**config.mk**
```make
export PLATFORM = sky130hd
export DESIGN_NAME = c_selector_n
export DESIGN_NICKNAME = d
export VERILOG_FILES = /design/src/rtl/c_selector_n_pkg.sv /design/src/rtl/c_selector_n_rr_pick.sv /design/src/rtl/c_selector_n.sv
export SDC_FILE = /design/constraint.sdc
export NUM_CORES = 1
export LEC_CHECK = 0
export CAP_MARGIN = 20
export CORE_MARGIN = 3
export CORE_UTILIZATION = 39
export DETAILED_ROUTE_END_ITERATION = 16
export GPL_ROUTABILITY_DRIVEN = 1
export PLACE_DENSITY = 0.92
export SYNTH_ARGS = -nofsm -noshare
export SYNTH_HDL_FRONTEND = slang
export SYNTH_SLANG_ARGS = --single-unit
```
**constraint.sdc**
```tcl
create_clock -name clk -period 3.15 [get_ports clk]
set_input_delay 0.945 -clock clk [delete_from_list [all_inputs] [get_ports clk]]
set_output_delay 0.945 -clock clk [all_outputs]
set_load 0.005 [all_outputs]
```
**src/rtl/c_selector_n_pkg.sv**
```systemverilog
// rtl/c_selector_n_pkg.sv - shared mode constants and helpers for the selector family
//
// Purpose : mode encodings shared by all selector variants and their benches,
//           plus a small wrap-around increment helper for round-robin pointers.
// Ports   : none (package).

package c_selector_n_pkg;

    localparam int SEL_MODE_MULTICAST = 0;
    localparam int SEL_MODE_ANYCAST   = 1;

    // Increment an index and wrap it back to zero at n.
    function automatic int wrap_inc(input int idx, input int n);
        return (idx + 1 >= n) ? 0 : idx + 1;
    endfunction

endpackage

```
**src/rtl/c_selector_n_rr_pick.sv**
```systemverilog
// rtl/c_selector_n_rr_pick.sv - combinational rotate-priority one-hot picker
//
// Purpose : grants the first set request bit at or after i_ptr, wrapping from
//           N-1 back to 0. Produces both the one-hot grant and its index.
// Ports   : i_req   [N]          request vector
//           i_ptr   [$clog2(N)]  position with highest priority this cycle
//           o_grant [N]          one-hot grant, zero when no request is set
//           o_idx   [$clog2(N)]  index of the granted bit (0 when none)

module rr_onehot_pick #(
    parameter int N = 5
) (
    input  logic [N-1:0]         i_req,
    input  logic [$clog2(N)-1:0] i_ptr,
    output logic [N-1:0]         o_grant,
    output logic [$clog2(N)-1:0] o_idx
);

    localparam int W = $clog2(N);

    int   pos;
    logic found;

    always_comb begin
        o_grant = '0;
        o_idx   = '0;
        found   = 1'b0;
        pos     = 0;
        for (int i = 0; i < N; i++) begin
            pos = int'(i_ptr) + i;
            if (pos >= N) begin
                pos = pos - N;
            end
            if (!found && i_req[W'(pos)]) begin
                found            = 1'b1;
                o_grant[W'(pos)] = 1'b1;
                o_idx            = W'(pos);
            end
        end
    end

endmodule

```
**src/rtl/c_selector_n.sv**
```systemverilog
// rtl/c_selector_n.sv - clocked token selector routing one input to NUM_CH channels
//
// Purpose : accepts a token (payload + channel mask) and presents it on the
//           masked output channels, each with its own valid/ready handshake.
//           MULTICAST targets every masked channel; ANYCAST targets exactly one,
//           chosen round-robin. Tokens with an empty mask are consumed and counted.
// Ports   : clk, rst      clock, asynchronous active-high reset
//           i_valid/o_ready/i_data    input token ({mask, payload})
//           o_valid/i_ready/o_data    per-channel outputs (channel k at k*DATA_WIDTH)
//           o_busy                    holding stage occupied
//           o_drop_cnt                saturating count of empty-mask tokens

module c_selector_n
    import c_selector_n_pkg::*;
#(
    parameter int DATA_WIDTH = 32,
    parameter int NUM_CH     = 5,
    parameter int MODE       = 0,
    parameter int CNT_W      = 16
) (
    input  logic                           clk,
    input  logic                           rst,
    input  logic                           i_valid,
    output logic                           o_ready,
    input  logic [DATA_WIDTH+NUM_CH-1:0]   i_data,
    output logic [NUM_CH-1:0]              o_valid,
    input  logic [NUM_CH-1:0]              i_ready,
    output logic [NUM_CH*DATA_WIDTH-1:0]   o_data,
    output logic                           o_busy,
    output logic [CNT_W-1:0]               o_drop_cnt
);

    localparam int PTR_W = $clog2(NUM_CH);

    logic [DATA_WIDTH-1:0] r_data;
    logic [NUM_CH-1:0]     r_pend;
    logic [PTR_W-1:0]      r_rr_ptr;
    logic [CNT_W-1:0]      r_drop_cnt;

    logic [NUM_CH-1:0]     mask;
    logic [DATA_WIDTH-1:0] payload;
    logic                  done;
    logic                  accept;
    logic [NUM_CH-1:0]     load_pend;
    logic [PTR_W-1:0]      next_ptr;

    assign mask    = i_data[DATA_WIDTH +: NUM_CH];
    assign payload = i_data[DATA_WIDTH-1:0];

    // The stage can take a new token when every still-pending channel
    // completes this cycle; this keeps one token per clock at full rate.
    assign done    = ((r_pend & ~i_ready) == '0);
    assign o_ready = done;
    assign accept  = i_valid & done;

    generate
        if (NUM_CH < 2 || NUM_CH > 16) begin : g_bad_ch
            $error("c_selector_n: NUM_CH must be in 2..16");
        end

        if (MODE == SEL_MODE_ANYCAST) begin : g_any
            logic [NUM_CH-1:0] grant;
            logic [PTR_W-1:0]  win_idx;

            rr_onehot_pick #(
                .N (NUM_CH)
            ) u_pick (
                .i_req   (mask),
                .i_ptr   (r_rr_ptr),
                .o_grant (grant),
                .o_idx   (win_idx)
            );

            assign load_pend = grant;
            // Next search starts just past the winner so ties rotate fairly.
            assign next_ptr  = PTR_W'(wrap_inc(int'(win_idx), NUM_CH));
        end else if (MODE == SEL_MODE_MULTICAST) begin : g_multi
            assign load_pend = mask;
            assign next_ptr  = r_rr_ptr;
        end else begin : g_bad_mode
            $error("c_selector_n: MODE must be 0 (MULTICAST) or 1 (ANYCAST)");
            assign load_pend = mask;
            assign next_ptr  = r_rr_ptr;
        end
    endgenerate

    always_ff @(posedge clk or posedge rst) begin
        if (rst) begin
            r_data     <= '0;
            r_pend     <= '0;
            r_rr_ptr   <= '0;
            r_drop_cnt <= '0;
        end else begin
            if (accept && (mask != '0)) begin
                // A load overrides any completion in the same cycle; accept
                // already guarantees every old pending channel is finishing.
                r_data   <= payload;
                r_pend   <= load_pend;
                r_rr_ptr <= next_ptr;
            end else begin
                r_pend <= r_pend & ~i_ready;
                if (accept && (r_drop_cnt != {CNT_W{1'b1}})) begin
                    r_drop_cnt <= r_drop_cnt + 1'b1;
                end
            end
        end
    end

    genvar k;
    generate
        for (k = 0; k < NUM_CH; k++) begin : g_out
            assign o_data[k*DATA_WIDTH +: DATA_WIDTH] = r_data & {DATA_WIDTH{r_pend[k]}};
        end
    endgenerate

    assign o_valid    = r_pend;
    assign o_busy     = |r_pend;
    assign o_drop_cnt = r_drop_cnt;

endmodule

```
==> impl_results.md <==
* Outcome: finished clean
* Non-Filler Instances at 677
* Largest family of logic cells by synthesized area: simple AND/OR/NAND/NOR gates
* Post-route DRC at 0
* Die H at 98.87 um
* Synth Flop Type: dfrtp_1
* Port buffer count at 227
* Setup TNS at 0 ns
* WL/cell at roughly 17 um
* Dpl hpwl at slightly below 9000 um
* #FFs+latches synth at 53
* Worst Path Arrival at between 2 and 2.5 ns
* H-tree depth at 2
* Core area at 8299 sq um
* Overflow after GRT at 0
* Synth Area in Adders at 0.3720%
* CP max FO at 3
* Final nets at a little over 600
* Vias per cell at approximately 4.9
* Clk sinks at 53
* Die Area at 9774 sq um
* Syn Inst Count at approximately 350
* Period minus WS final at 3.046 ns
* Mapped Area at between 3000 and 4000 sq um
* MaxCap Viol Count at 0
* Transition time of the tightest slew-check pin at around 0.8 ns
* Asr flop ratio synth at between 90% and 100%
* Largest net degree at the start of global routing at 35
* Clock skew at around 0.011 ns
* Peak supply drop at around 330 uV
* Final Cycle Share at a little over nine tenths
* Drt first pass iters at 4
* Vias in the first global route at 3295
* Antenna Diode Count at 0
* Syn_nets at slightly below 400
* Fillers at between 600 and 700
* Synth Area in Simple Gates at roughly two fifths
* Area grow syn2layout at 74.70%
* RSZ-0062 raised after global routing: no
* Final Hold Viols at 0
* Xor and xnor fraction of the mapped netlist area at ~3.6%
* Count of final setup violators at 0
* Synth cell types at 30
* Via count at 3285
* Clock Pin Slew Worst Setup and Hold Paths at approximately 0.090 ns
* Num CTS Buffers at 5
* Most frequent cells in the layout: 225 x clkdlybuf4s50_1, 161 x and2_1, 53 x dfrtp_1, 33 x mux2_2, 14 x xor2_1
* Critical path launch point type: primary input
* Commonest non-fill, non-tap cell in the layout: clkdlybuf4s50_1
* Rel. slew slack at between 40% and 50%
* First-pass GRT wire length at 17880 um
* Portion of netlist area occupied by mux cells at 11.38%
* Max-slew violation count at 0
* P_leak at ~2.4 nW
* Utilization after layout at 70.80%
* Chip Width at between 90 and 100 um
* Pwr dens at 518.1 nW/um^2
* FMAX at around 0.33 GHz
* Post-synthesis compound-gate area fraction at less than 1%
* Clock tree root buffer cell: clkbuf_8
* # placed instances at ~670
* YS warnings at 0
* Critical Path RT at approximately 2.2 ns
* Hold Path Class: reg -> reg
* CP Class: in -> out
* Cell Rows at 33
* Layout cells sized above 1 at between 10 and 15%
* Initial antenna violation count at 0
* Worst-Skew Late Latency at approximately 0.3 ns
* Final ANT Viol Nets at 0
* CTS tree: yes
* Final GP Congestion at between 0.8 and 0.9
* Sequential area share after synthesis at 39.43%
* Post-CTS Hold Buffers at 0
* Post-synth EDFFs at 0
* Worst setup EP type: primary output
* Mean Syn Cell Area at roughly 9.7 sq um
* Global Route Usage Sum at a little under a quarter
* Drt total wl at ~11000 um
* IO Pins at around 230
* 1st-iter DRT viols at 96
* Clock buffer depth at 2
* Initial Util at roughly two fifths
[critical path: stages]
cell             delay [ns]
clkdlybuf4s50_1        0.45
nor2b_1                0.07
nor4_4                 0.34
and2_1                 0.17
buf_2                  0.12
[final timing paths]
path / from / to / slack [ns] / depth (start not counted)
setup / recovery: i_ready[3] / o_ready / 0.10 / 5
hold / removal: o_drop_cnt[15] / o_drop_cnt[15] / 0.53 / 1
setup reg to reg: o_drop_cnt[0] / o_drop_cnt[9] / 1.01 / 6
hold reg to reg: o_drop_cnt[15] / o_drop_cnt[15] / 0.53 / 1
max in group asynchronous: rst / r_data[29] / 1.58 / 3
min in group asynchronous: rst / o_valid[0] / 1.01 / 2
[stage by stage]
stage | total power [mW] | hold WS [ns] | setup slack, ns | instance area (sq um)
final | 3.044 | 0.5262 | 0.1038 | 5876
after global routing | 3.237 | 0.5521 | 0.05313 | 5876
after CTS | 3.070 | 0.5273 | 0.02169 | 5868
after detailed placement | 2.697 | 0.5087 | -0.3887 | 5788
after global placement | 2.638 | 0.5081 | -0.3647 | 5788
after floorplan | 1.646 | 0.4906 | 0.6522 | 3363
[cell families (layout without fill, tap and decap cells)]
group | after synthesis | after routing
adders and majority gates | 1 | 1
DFF | 53 | 53
muxes | 34 | 34
and+or+nand+nor | 217 | 217
xor gates and xnor gates | 14 | 14
buffers and inverters | 22 | 249
AOI/OAI and AO/OA | 4 | 4
[power breakdown]
group          total [mW]  switching [mW]  internal [mW]  leakage (nW)
combinational        1.58           0.522           1.06          1.74
clock               0.373           0.215          0.158        0.0385
sequential           1.09           0.235          0.855         0.660
total                3.04           0.972           2.07          2.43
[layout make-up]
type	count	area, sq um	area share [%]
inverters	1	3.754	0.06388
multi-input cells	270	1929	32.84
clock inverters	1	7.507	0.1278
well taps	105	131.4	2.236
clock buffers	7	76.32	1.299
repair buffers	240	2401	40.86
flip-flops and latches	53	1326	22.57
[registers in the layout, summed over array words and instances (netlist names)]
register and cells:
r_data 32, o_drop_cnt 16, o_valid 5
[layer usage]
metal / global-route usage [%] / vias to the layer above / routed length (um)
met5: 0 / - / 0
met4: 5.672 / 0 / 211
met3: 4.600 / 14 / 832
met2: 41.48 / 147 / 6032
met1: 26.86 / 1552 / 4357
li1: - / 1572 / -
[synthesized netlist by cell type, drive strengths merged, types with 2 or more instances]
cell	number	share of area [%]
nor4b	4	1.2
clkbuf	15	1.7
and3	3	0.56
nand3	8	1.2
xor2	14	3.6
dfrtp	53	39
nor3	7	1.2
nor2	6	0.89
nand4	4	1.2
nand2	9	1.0
nor2b	5	0.93
mux2	34	11
a21o	4	0.89
and2	161	30
nor4	5	1.4
and4	2	0.52
buf	6	1.7
[timing repair]
| action | CTS | global route |
|---|---|---|
| pin swaps | 2 | 1 |
| resized for setup | 6 | 0 |
| endpoints found under the setup margin | 1 | 1 |
| buffers inserted | 0 | 1 |
| gates cloned | 0 | 0 |
Note: power is estimated with default switching activity, not from simulation.
